### config.mk
export PLATFORM = sky130hd
export DESIGN_NAME = traffic_light_ctrl
export DESIGN_NICKNAME = d
export VERILOG_FILES = /design/src/rtl/traffic_light_ctrl.sv
export SDC_FILE = /design/constraint.sdc
export NUM_CORES = 1
export LEC_CHECK = 0
export ABC_AREA = 1
export CAP_MARGIN = 20
export CORE_MARGIN = 3
export CORE_UTILIZATION = 30
export DETAILED_ROUTE_END_ITERATION = 12
export MAX_ROUTING_LAYER = met4
export PLACE_DENSITY = 0.49
export RECOVER_POWER = 25
export SETUP_SLACK_MARGIN = 0.02
export SLEW_MARGIN = 10
export SYNTH_ARGS = -nofsm -noshare
export SYNTH_HDL_FRONTEND = slang
export SYNTH_SLANG_ARGS = --single-unit
### constraint.sdc
create_clock -name clk -period 4 [get_ports clk]
set_input_delay 0.4 -clock clk [delete_from_list [all_inputs] [get_ports clk]]
set_output_delay 0.4 -clock clk [all_outputs]
set_load 0.01 [all_outputs]
### src/rtl/traffic_light_ctrl.sv
// Two-way intersection controller: NS/EW vehicle phases with all-red clearance,
// a latched pedestrian walk phase and a night flashing-yellow mode.
module traffic_light_ctrl #(
  parameter int GREEN_TICKS  = 8,
  parameter int YELLOW_TICKS = 3,
  parameter int ALLRED_TICKS = 2,
  parameter int PED_TICKS    = 6,
  parameter int FLASH_TICKS  = 2,
  parameter int CNT_W        = 8
) (
  input  logic       clk,
  input  logic       rst,
  input  logic       en,
  input  logic       ped_req,
  input  logic       flash,
  output logic       ns_g,
  output logic       ns_y,
  output logic       ns_r,
  output logic       ew_g,
  output logic       ew_y,
  output logic       ew_r,
  output logic       ped_walk,
  output logic [2:0] phase
);

  typedef enum logic [2:0] {
    S_NS_G  = 3'd0,
    S_NS_Y  = 3'd1,
    S_AR1   = 3'd2,
    S_EW_G  = 3'd3,
    S_EW_Y  = 3'd4,
    S_AR2   = 3'd5,
    S_PED   = 3'd6,
    S_FLASH = 3'd7
  } state_e;

  localparam logic [CNT_W-1:0] G_LD   = CNT_W'(GREEN_TICKS - 1);
  localparam logic [CNT_W-1:0] Y_LD   = CNT_W'(YELLOW_TICKS - 1);
  localparam logic [CNT_W-1:0] AR_LD  = CNT_W'(ALLRED_TICKS - 1);
  localparam logic [CNT_W-1:0] P_LD   = CNT_W'(PED_TICKS - 1);
  localparam logic [CNT_W-1:0] F_LD   = CNT_W'(FLASH_TICKS - 1);
  localparam logic [CNT_W-1:0] C_ZERO = {CNT_W{1'b0}};
  localparam logic [CNT_W-1:0] C_ONE  = CNT_W'(1);

  // Lamp vector bit order: {ns_g, ns_y, ns_r, ew_g, ew_y, ew_r, ped_walk}
  localparam logic [6:0] LAMPS_ALL_RED = 7'b0010010;

  state_e           state_q, state_d;
  logic [CNT_W-1:0] cnt_q, cnt_d;
  logic             ped_pend_q, ped_pend_d;
  logic             dir_q, dir_d;      // 1'b0: next green after a walk is NS, 1'b1: EW
  logic             blink_q, blink_d;
  logic [6:0]       lamps_q, lamps_d;

  function automatic logic [6:0] lamp_decode(input state_e s, input logic blink);
    logic [6:0] l;
    case (s)
      S_NS_G:  l = 7'b1000010;
      S_NS_Y:  l = 7'b0100010;
      S_EW_G:  l = 7'b0011000;
      S_EW_Y:  l = 7'b0010100;
      S_AR1:   l = LAMPS_ALL_RED;
      S_AR2:   l = LAMPS_ALL_RED;
      S_PED:   l = 7'b0010011;
      S_FLASH: l = {1'b0, blink, 1'b0, 1'b0, blink, 1'b0, 1'b0};
      default: l = LAMPS_ALL_RED;
    endcase
    return l;
  endfunction

  // Next-state, counter, walk latch and lamp decode of the next state
  always_comb begin
    state_d = state_q;
    cnt_d   = cnt_q;
    blink_d = blink_q;
    dir_d   = dir_q;
    if (ped_req && (state_q != S_PED)) begin
      ped_pend_d = 1'b1;
    end else begin
      ped_pend_d = ped_pend_q;
    end

    if (en) begin
      if (state_q == S_FLASH) begin
        if (!flash) begin
          state_d = S_AR2;
          cnt_d   = AR_LD;
        end else if (cnt_q == C_ZERO) begin
          blink_d = ~blink_q;
          cnt_d   = F_LD;
        end else begin
          cnt_d = cnt_q - C_ONE;
        end
      end else if (cnt_q != C_ZERO) begin
        cnt_d = cnt_q - C_ONE;
      end else begin
        case (state_q)
          S_NS_G: begin state_d = S_NS_Y; cnt_d = Y_LD;  end
          S_NS_Y: begin state_d = S_AR1;  cnt_d = AR_LD; end
          S_EW_G: begin state_d = S_EW_Y; cnt_d = Y_LD;  end
          S_EW_Y: begin state_d = S_AR2;  cnt_d = AR_LD; end
          S_AR1, S_AR2: begin
            if (flash) begin
              state_d = S_FLASH;
              blink_d = 1'b1;
              cnt_d   = F_LD;
            end else if (ped_pend_q) begin
              // A request on the edge entering the walk is absorbed by it
              state_d    = S_PED;
              cnt_d      = P_LD;
              ped_pend_d = 1'b0;
              dir_d      = (state_q == S_AR1);
            end else begin
              state_d = (state_q == S_AR1) ? S_EW_G : S_NS_G;
              cnt_d   = G_LD;
            end
          end
          S_PED: begin
            state_d = dir_q ? S_EW_G : S_NS_G;
            cnt_d   = G_LD;
          end
          default: begin
            state_d = S_AR2;
            cnt_d   = AR_LD;
          end
        endcase
      end
    end else begin
      state_d = state_q;
      cnt_d   = cnt_q;
    end

    lamps_d = lamp_decode(state_d, blink_d);
  end

  // State, counter and registered lamp outputs
  always_ff @(posedge clk) begin
    if (rst) begin
      state_q    <= S_AR2;
      cnt_q      <= AR_LD;
      ped_pend_q <= 1'b0;
      dir_q      <= 1'b0;
      blink_q    <= 1'b0;
      lamps_q    <= LAMPS_ALL_RED;
    end else begin
      state_q    <= state_d;
      cnt_q      <= cnt_d;
      ped_pend_q <= ped_pend_d;
      dir_q      <= dir_d;
      blink_q    <= blink_d;
      lamps_q    <= lamps_d;
    end
  end

  assign {ns_g, ns_y, ns_r, ew_g, ew_y, ew_r, ped_walk} = lamps_q;
  assign phase = state_q;

endmodule

# Yosys cells after proc, flatten, opt, wreduce, memory -nomap -nowiden

Cells that the tools add are included.

Bits in registers: 21
Output and inout port bits: 10
Input port bits: 5

Reductions and logical operators: 9
Add/subtract/negate cells: 1
Bitwise gates (word level): 4
Muxes and demuxes: 31
Equality and inequality tests: 14

Operator list:

| kind                  | count |
|---|---|
| $pmux W7 S7           | 1 |
| $mux W8               | 4 |
| $eq A3 B3 Y1 const B  | 7 |
| $mux W3               | 7 |
| $pmux W3 S5           | 1 |
| $mux W1               | 14 |
| $eq A3 B2 Y1 const B  | 4 |
| $pmux W3 S3           | 1 |
| $logic_not A8 Y1      | 1 |
| $reduce_bool A8 Y1    | 1 |
| $sub A8 B1 Y8 const B | 1 |
| $eq A3 B1 Y1 const B  | 2 |
| $logic_not A3 Y1      | 2 |
| $mux W2               | 3 |
| $reduce_and A6 Y1     | 1 |
| $reduce_or A2 Y1      | 3 |
| $not A1 Y1            | 4 |
| $ne A3 B3 Y1 const B  | 1 |
| $logic_and A1 B1 Y1   | 1 |

# Logic depth before layout (Yosys ltp)

Depth in word-level cells: 11
Depth in mapped cells: 13
Gate-level depth less buffers: 13

# Least setup slack after synthesis

Ideal clock, no wire load.

Path type: register to register
Start point: register cnt_q[0]
End point: register lamps_q[1]
Buffers on the path: 0
Library setup time: 0.118 ns
Clock period less this slack: 1.822 ns
Cell stages (with the launch flop): 11
Data required time: 3.882 ns
Arrival time: 1.703 ns
Setup slack: 2.178 ns
Path through: dfxtp_1 -> inv_1 -> ha_1 -> nand3_1 -> nor2_4 -> nand2_2 -> o21ai_1 -> ha_1 -> nand4_1 -> nand3_2 -> o21ai_1

Longest elaborated chain between the ends: 7
Elaborated cells between the ends (all ways): 14
Those cells by class: eq/ne (7); mux (4); reduce/logical (3)

Ends and longest elaborated chain:

| what                                                | line | source |
|---|---|---|
| start, declared                                     | 49   | `logic [CNT_W-1:0] cnt_q, cnt_d;` |
| start signal, assigned                              | 147  | `cnt_q <= cnt_d;` |
| $reduce_bool A8 Y1 (*)                              | 94   | `end else if (cnt_q != C_ZERO) begin` |
| $mux W3 (*)                                         | 94   |  |
| $mux W3 (*)                                         | 84   | `if (state_q == S_FLASH) begin` |
| $mux W3 (*)                                         | 83   | `if (en) begin` |
| $eq A3 B3 Y1 / $eq A3 B2 Y1 (equally long branches) | 57   | `case (s)` |
| $reduce_or A2 Y1 (no line)                          | n/a  |  |
| $pmux W7 S7 (*)                                     | 57   |  |
| end signal, assigned                                | 151  | `lamps_q <= lamps_d;` |
| end, declared                                       | 53   | `logic [6:0] lamps_q, lamps_d;` |

Mark *: on every way between the ends. The rest lies on a longest branch, timed or not.
A chain may end at the register's enable or synchronous reset.

# Final worst setup path

Start point: input port en
End point: register lamps_q[1]

Longest elaborated chain between the ends: 4
Elaborated cells between the ends (all ways): 11
Those cells by class: eq/ne (7); mux (2); reduce/logical (2)

Ends and longest elaborated chain:

| what                                                | line | source |
|---|---|---|
| start, declared                                     | 13   | `input logic en,` |
| $mux W3 (*)                                         | 83   |  |
| $eq A3 B3 Y1 / $eq A3 B2 Y1 (equally long branches) | 57   |  |
| $reduce_or A2 Y1 (no line)                          | n/a  |  |
| $pmux W7 S7 (*)                                     | 57   |  |

Marked as above.

==> impl_metrics.env <==
export IMPL_worstSetupPathType="input pin to flip-flop"
export IMPL_drv_slew=0
export IMPL_path_clk_slew_ns=0.08
export IMPL_wl_per_cell_microns=11.1
export IMPL_timing_fmax_mhz=441
export IMPL_ctsResizeCount=0
export IMPL_reg2reg_from="cnt_q[1]"
export IMPL_grt_pass1_vias=1113
export IMPL_r2r_cells=10
export IMPL_p_total_uw=508
export IMPL_clock_sinks=21
export IMPL_synthCells=178
export IMPL_cts_tree="built"
export IMPL_grt_usage_pct=12.1
export IMPL_setup_viol=0
export IMPL_ir_worst_vdd_uv=183
export IMPL_vias=1140
export IMPL_drtIter0Drc=41
export IMPL_clock_path_buffers=2
export IMPL_synth_area_sq_mm=0.00124
export IMPL_core_area_sq_mm=0.00383
export IMPL_hp_class="flip-flop to flip-flop"
export IMPL_ys_types=32
export IMPL_die_w_microns=70.4
export IMPL_final_common_cell="nand2_1"
export IMPL_period_share_pct=56.7
export IMPL_overflow=0
export IMPL_status="complete, no violations"
export IMPL_tns_ns=0
export IMPL_avgSynthCellArea_sq_um=6.98
export IMPL_regArea_sq_um=420
export IMPL_drt_pass1_iterations=4
export IMPL_rsz0062_at_grt="no"
export IMPL_cts_hold_buffers=0
export IMPL_hpwl_microns=2140
export IMPL_holdWs_ns=0.503
export IMPL_worstSetupStartpointType="input pin"
export IMPL_cp_max_fo=13
export IMPL_worstReg2RegEnd="lamps_q[1]"
export IMPL_grt_max_degree=15
export IMPL_port_buffers=14
export IMPL_timing_final_crit_period_ns=2.27
export IMPL_slew_headroom_pct=62.1
export IMPL_holdPathStages=2
export IMPL_end_kind="flip-flop"
export IMPL_syn_nets=186
export IMPL_min_to="blink_q"
export IMPL_clk_latency_ns=0.26
export IMPL_timing_reg2reg_setup_slack_ns=1.88
export IMPL_drv_cap=0
export IMPL_yosysSeqAreaShare_pct=33.8
export IMPL_cts_root_buf="clkbuf_8"
export IMPL_dieArea_sq_mm=0.00495
export IMPL_n_fill_cell=402
export IMPL_wl_microns=2660
export IMPL_power_per_cell_area_mw_per_mm2=345
export IMPL_synth_seq_cells=21
export IMPL_multi_input_area_sq_um=712
export IMPL_final_cell_mix="39 x nand2_1, 24 x nor2_1, 22 x inv_1"
export IMPL_ant_nets=0
export IMPL_die_h_microns=70.4
export IMPL_htreeDepth=1
export IMPL_place_gp_congestion=0.815
export IMPL_routed_via_density=4.75
export IMPL_cts_setup_buffers=0
export IMPL_diodes=0
export IMPL_rows=22
export IMPL_cp_data_arrival_time_ns=2.42
export IMPL_leakage_uw=0.000669
export IMPL_tightestPinTransition_ns=0.566
export IMPL_nets=201
export IMPL_drive_gt1_share_pct=13.5
export IMPL_ios=15
export IMPL_initial_core_util_pct=32.5
export IMPL_grt_pass1_wl_microns=4840
export IMPL_cts_made_buffers=3
export IMPL_drcViolationCount=0
export IMPL_antenna_found_initial=0
export IMPL_worstHoldStart="blink_q"
export IMPL_area_growth_pct=18.4
export IMPL_clock_skew_ns=0.00317
export IMPL_finalHoldViolations=0
export IMPL_yosys_warnings=0
export IMPL_worst_ep_required_time_ns=4.16
-- final cells by class --
class	count	area share (%)
clock buffers	3	2.81
clock inverters	1	0.510
inverters	24	6.12
multi-input cells	129	48.4
flip-flops and latches	21	28.6
well taps	48	4.08
repair buffers	14	9.52
-- through the flow --
step / setup slack [ns] / instance area (sq um) / cells / utilization (%)
2_1_floorplan: 2.18 / 1240 / 178 / -
3_3_place_gp: 1.54 / 1420 / 236 / 37.2
3_5_place_dp: 1.44 / 1420 / 236 / 37.2
4_1_cts: 1.72 / 1470 / 240 / 38.5
5_1_grt: 1.58 / 1470 / 240 / 38.5
6_report: 1.73 / 1470 / 240 / 38.5
-- where the power goes --
group / switching (uW) / internal (uW) / total (uW)
combinational: 81.3 / 49.5 / 131
sequential: 12.6 / 224 / 236
clock: 70.8 / 70.3 / 141
-- worst max-delay path by stage --
| stage | from | endpoint | slack, ns | cells after the start |
|---|---|---|---|---|
| floorplan | cnt_q[0] | lamps_q[1] | 2.18 | 10 |
| global route | en | lamps_q[1] | 1.58 | 9 |
| CTS | en | lamps_q[1] | 1.72 | 9 |
| global placement | en | lamps_q[6] | 1.54 | 9 |
| finish | en | lamps_q[1] | 1.73 | 9 |
| detailed placement | en | lamps_q[1] | 1.44 | 9 |
-- Yosys cell counts --
cell | count | area [sq um]
inv_2 | 2 | 7.51
ha_1 | 3 | 37.5
dfxtp_1 | 21 | 420
nand2_2 | 5 | 31.3
a21oi_1 | 5 | 25.0
o221ai_1 | 1 | 8.76
clkbuf_1 | 2 | 7.51
nor4_2 | 1 | 12.5
o21ai_1 | 3 | 15.0
o2111ai_1 | 1 | 8.76
a31oi_1 | 1 | 6.26
a211oi_1 | 1 | 7.51
nor2_1 | 24 | 90.1
nand2_4 | 2 | 22.5
xor2_1 | 5 | 43.8
a221oi_1 | 1 | 8.76
nor3_1 | 2 | 10.0
nor4_1 | 1 | 6.26
nand3_1 | 10 | 50.1
a21oi_2 | 1 | 8.76
buf_4 | 1 | 7.51
nand4_4 | 1 | 21.3
nand2_1 | 39 | 146
buf_2 | 1 | 5.00
nor2_2 | 4 | 25.0
o21ai_0 | 8 | 40.0
inv_1 | 22 | 82.6
nand3_2 | 4 | 40.0
nand4_1 | 3 | 18.8
nor2_4 | 1 | 11.3
nor3_2 | 1 | 10.0
o22ai_1 | 1 | 6.26
-- critical path: stages --
cell and delay, ns:
clkdlybuf4s50_1 0.73, inv_1 0.19, nor2_1 0.26, nand4_4 0.16, nand2_4 0.12, ha_1 0.19, nand4_1 0.17, nand3_2 0.13
o21ai_1 0.07
-- flip-flops by register name, indices dropped and copies added, names as in the netlist --
name and count:
blink_q 1, cnt_q 8, dir_q 1, lamps_q 7, ped_pend_q 1, phase 3
-- layer usage --
metal | GRT usage, % | routed length, microns
met5 | - | 0
met4 | 3.19 | 21
met3 | 3.02 | 101
met2 | 19.4 | 1230
met1 | 15.2 | 1310
-- logic make-up after synthesis --
| logic type | synth area share (%) |
|---|---|
| compound gates | 10.9 |
| xor+xnor | 3.52 |
| fa+ha+maj | 3.02 |
| buf+inv | 8.86 |
| flops | 33.8 |
| simple gates | 39.9 |
(Power assumes the default switching activity.)
